--- config.mk ---
export PLATFORM = sky130hd
export DESIGN_NAME = posit_round_pack
export DESIGN_NICKNAME = d
export VERILOG_FILES = /design/src/rtl/posit_round_pack.sv
export SDC_FILE = /design/constraint.sdc
export NUM_CORES = 1
export LEC_CHECK = 0
export BUFFER_PORTS_ARGS = -buffer_cell sky130_fd_sc_hd__buf_2
export CAP_MARGIN = 20
export CORE_MARGIN = 4
export CORE_UTILIZATION = 50
export DETAILED_ROUTE_END_ITERATION = 8
export PLACE_DENSITY = 0.69
export SETUP_SLACK_MARGIN = 0.1
export SYNTH_ARGS = -nofsm -noshare
export SYNTH_HDL_FRONTEND = slang
export SYNTH_SLANG_ARGS = --single-unit
export TNS_END_PERCENT = 100
--- constraint.sdc ---
create_clock -name clk -period 4.7 [get_ports clk]
set_clock_uncertainty 0.2 [all_clocks]
set_input_delay 0.47 -clock clk [delete_from_list [all_inputs] [get_ports clk]]
set_output_delay 0.47 -clock clk [all_outputs]
set_load 0.01 [all_outputs]
--- src/rtl/posit_round_pack.sv ---
// Posit output stage: builds the regime/exponent/fraction field, then rounds to
// nearest-even with saturation and packs the signed posit word. Two-stage valid/ready pipeline.
module posit_round_pack #(
    parameter int unsigned N  = 32,
    parameter int unsigned ES = 4,
    parameter int unsigned RS = $clog2(N)
) (
    input  logic               clk,
    input  logic               rst_n,
    input  logic               in_valid,
    output logic               in_ready,
    input  logic               sign_in,
    input  logic signed [RS:0] k_in,
    input  logic [ES-1:0]      exp_in,
    input  logic [N-1:0]       mant_in,
    input  logic               inf_in,
    input  logic               zero_in,
    output logic               out_valid,
    input  logic               out_ready,
    output logic [N-1:0]       posit_out
);

    localparam int unsigned FW  = 2 * N;
    localparam int unsigned WW  = 2 * N + ES;
    localparam int unsigned SHW = $clog2(N);
    localparam int          NI  = int'(N);

    typedef struct packed {
        logic          sign;
        logic          inf;
        logic          zero;
        logic          sat_hi;
        logic          sat_lo;
        logic [FW-1:0] field;
    } s1_t;

    s1_t            s1_d;
    s1_t            s1_q;
    logic           s1_valid;
    logic           s2_adv;
    logic           s1_adv;
    logic [N-1:0]   posit_c;
    logic           hidden_unused;

    // The hidden bit is implied by the regime terminator and never encoded.
    assign hidden_unused = mant_in[N-1];

    assign s2_adv   = !out_valid || out_ready;
    assign s1_adv   = !s1_valid || s2_adv;
    assign in_ready = s1_adv;

    // S1: regime run, exponent and fraction left-aligned; bits past 2N fold into the LSB.
    always_comb begin
        int              k_val;
        int              run_i;
        logic [SHW-1:0]  run;
        logic [WW-1:0]   body;
        logic [WW-1:0]   wide;

        k_val = int'(k_in);
        run_i = (k_val >= 0) ? k_val + 1 : -k_val;
        if (run_i > NI - 1) begin
            run_i = NI - 1;
        end
        run  = SHW'(run_i);
        body = {(k_val < 0), exp_in, mant_in[N-2:0], {N{1'b0}}};
        wide = body >> run;
        if (k_val >= 0) begin
            wide = wide | ~({WW{1'b1}} >> run);
        end

        s1_d        = '0;
        s1_d.sign   = sign_in;
        s1_d.inf    = inf_in;
        s1_d.zero   = zero_in;
        s1_d.sat_hi = (k_val >= NI - 2);
        s1_d.sat_lo = (k_val <= -(NI - 1));
        s1_d.field  = {wide[WW-1:ES+1], wide[ES] | (|wide[ES-1:0])};
    end

    // S2: round-to-nearest-even on the top N-1 bits, saturate, apply sign and specials.
    always_comb begin
        logic [N-2:0] mag;
        logic         guard;
        logic         sticky;
        logic         rnd;
        logic [N-1:0] sum;
        logic [N-1:0] mag_f;

        mag    = s1_q.field[FW-1 -: N-1];
        guard  = s1_q.field[N];
        sticky = |s1_q.field[N-1:0];
        rnd    = guard & (sticky | mag[0]);
        sum    = {1'b0, mag} + N'(rnd);

        if (s1_q.sat_hi || sum[N-1]) begin
            mag_f = {1'b0, {(N-1){1'b1}}};
        end else if (s1_q.sat_lo || (sum == '0)) begin
            mag_f = N'(1);
        end else begin
            mag_f = sum;
        end

        posit_c = s1_q.sign ? -mag_f : mag_f;
        if (s1_q.inf) begin
            posit_c = {1'b1, {(N-1){1'b0}}};
        end else if (s1_q.zero) begin
            posit_c = '0;
        end
    end

    always_ff @(posedge clk or negedge rst_n) begin
        if (!rst_n) begin
            s1_valid  <= 1'b0;
            s1_q      <= '0;
            out_valid <= 1'b0;
            posit_out <= '0;
        end else begin
            if (s1_adv) begin
                s1_valid <= in_valid;
                if (in_valid) begin
                    s1_q <= s1_d;
                end
            end
            if (s2_adv) begin
                out_valid <= s1_valid;
                if (s1_valid) begin
                    posit_out <= posit_c;
                end
            end
        end
    end

endmodule
==> out/results.tsv <==
metric	value	unit
run status	complete, but fails checks	
failing checks	negative hold slack	
RSZ-0062 raised after global routing	true	
post-layout util	0.5905	
static leakage	0.004543	uW
maximum fanout encountered on the critical timing path	9	
number of port buffers	81	
data required time at the worst endpoint	4760	ps
FF-to-FF path depth	16	
count of hold buffers inserted by post-cts repair	0	
slowest stage delay, CP	540	ps
core region area	0.01889	sq mm
synthesized netlist net count	1361	
synthesized cell area	0.009706	sq mm
share of synthesized registers carrying an async set or reset	1.000	
synth cell count leaders	195 x nand2_1, 113 x o21ai_0, 103 x dfrtp_1	
final period utilization	0.9428	
number of nets with antenna violations after routing	0	
Arr. time, crit path	4490	ps
placed wire-length estimate after detailed placement	27130	um
Die Outline Area	0.02170	sq mm
area fraction of the dominant cell type after synthesis	0.2656	
net count of the finished layout	1434	
first-pass GRT wire length	56350	um
Placement Cell Area	0.01077	sq mm
Max-slew headroom	0.3816	
GRT Util Overall	0.3206	
crit end category	register	
total number of yosys warnings	0	
worst setup slack for register-to-register paths	270	ps
routed via count divided by cell count	6.587	
Hold Path Class	in2async	
Setup Viol. Count Final	0	
Chip Width	147.3	um
final routed wire length divided by cell count	21.75	um
Detailed Route Iter0 Violations	1154	
Layout Cell Area excl Fill	0.01116	sq mm
TritonCTS buffer count	9	
sequential share of the synthesized area	0.2656	
peak ir drop on the vdd network	0.2561	mV
remaining design rule violation count	0	
accumulated negative setup slack	0	ps
number of global-route vias before repair	10063	
synth top area cells	dfrtp_1 27%, nand2_1 7.5%, o21ai_0 5.8%	
maximum level of the CTS H-tree	3	
cells along the critical path	and2_1 > ha_1 > buf_4 > and3_1 > nand3_1 > mux2i_1 > o2111ai_1 > or4_4 > o31ai_4 > nor4b_1 > ha_1 > buf_4 > inv_1 > o21ai_0 > a221o_1 > a22o_1	
Max Buffers Root-to-Sink	2	
site row count	50	
vias	10769	
TritonCTS sink count	103	
Worst Hold Margin	-0.4865	ps
Distinct cells, synth	83	
later-pin clock latency in the skew report	360	ps
cell accounting for the most synthesized area	dfrtp_1	
detailed-router iteration count before antenna repair	6	
fmax	225.7	MHz
Max Cap Violations	0	
most used flip-flop cell after synthesis	dfrtp_1	
minimum clock period	4431	ps
initial standard-cell utilization of the core	0.5137	
number of cells produced by synthesis	1297	
average size of a mapped cell	7.483	sq um
final slew viol count	0	
Setup CP Type	reg2reg	
ant diodes	0	
clock root buffer	clkbuf_16	
area overhead of the layout relative to synthesis	14.95	%
share of layout cells above drive strength 1	0.1687	
antenna violations before repair	0	
Chip Height	147.3	um
Post-synth EDFFs	0	
largest net degree at the start of global routing	73	
global-route congestion overflow total	0	
hold violation total from the final report	1	
Seq cells post-synth	103	
TritonCTS clock tree	built	
leading cell type by number of instances after synthesis	nand2_1	
GP Congestion	1.006	
total wire length after detailed routing	35570	um
nature of the critical path startpoint	register	
master of the slowest instance on the critical path	or4_4	
I/O pin total	83	
clock slew at the register clock pins of the worst setup and hold paths	80	ps
Pwr per Cell Area	365.1	mW/mm^2
Slew @ Worst Pin	927.6	ps
[final timing paths]
| kind | start | end |
|---|---|---|
| max in group asynchronous | rst_n | posit_out[31] |
| setup reg to reg | s1_q[32] | posit_out[20] |
| setup / recovery | s1_q[32] | posit_out[20] |
| hold / removal | rst_n | out_valid |
| min in group clk | inf_in | s1_q[67] |
| hold reg to reg | posit_out[22] | posit_out[22] |
[layout make-up]
type / instances / area (sq um)
clock buffers: 9 / 225.2
fillers: 1839 / 7736
repair buffers: 171 / 1146
well taps: 260 / 325.3
clock inverters: 7 / 115.1
flip-flops and latches: 103 / 2579
multi-input cells: 1069 / 6706
inverters: 16 / 60.06
[layout by cell type (no fill, tap or decap), types with 19 or more instances in the layout]
cell      count
buf_2        80
dfrtp_1     102
o22ai_1      19
buf_4        86
nor4_1       23
a211oi_1     19
xnor2_1      23
and2_1       19
nor3_1       21
nand2_1     193
a31oi_1      20
nand3_1      50
o21ai_0     111
a21oi_1      75
o211ai_1     23
nor2_1       95
mux2i_1      30
xor2_1       23
[registers in the layout, summed over array words and instances, names as in the netlist]
| name | count |
|---|---|
| s1_q | 69 |
| posit_out | 32 |
| out_valid | 1 |
| s1_valid | 1 |
[power by group]
part	switching (uW)	total, uW	internal [uW]
registers	207	1300	1090
clock network	381	862	481
logic	1170	1910	739
total	1760	4070	2310
[metrics by stage]
step	total power (uW)	worst slack (ps)	instances
3_5_place_dp	3167	-67.47	1616
4_1_cts	4033	213.1	1632
2_1_floorplan	2480	128.1	1297
5_1_grt	4313	2.747	1635
3_3_place_gp	3144	-32.01	1616
6_report	4074	268.7	1635
[cells by family after synthesis]
kind of cell	after synthesis	share of synthesized area
and+or+nand+nor	511	0.2562
AOI/OAI and AO/OA	454	0.3179
buffers and inverters	125	0.05260
DFF	103	0.2656
xor gates and xnor gates	50	0.04589
muxes	39	0.04254
adders and majority gates	15	0.01934
[worst max-delay path: cells and delay by family (launching register included)]
| family | cells | cell delay [ps] |
|---|---|---|
| buf+inv | 3 | 460 |
| compound gates | 5 | 1270 |
| mux | 1 | 260 |
| simple gates | 5 | 1270 |
| fa+ha+maj | 2 | 420 |
| flops | 1 | 430 |
[per-layer routing]
layer | vias to the layer above | track usage | wire length [um]
met2 | 530 | 0.5035 | 16150
met4 | 0 | 0.1267 | 1415
met1 | 5115 | 0.4459 | 15210
met5 | - | 0 | 0
met3 | 80 | 0.04719 | 2798
li1 | 5044 | - | -
[what timing repair did]
item | 4_1_cts | 5_1_grt
setup buffers | 0 | 3
resized for setup | 0 | 7
endpoints found under the setup margin | 0 | 10
Power figures use the tool's default switching activity.
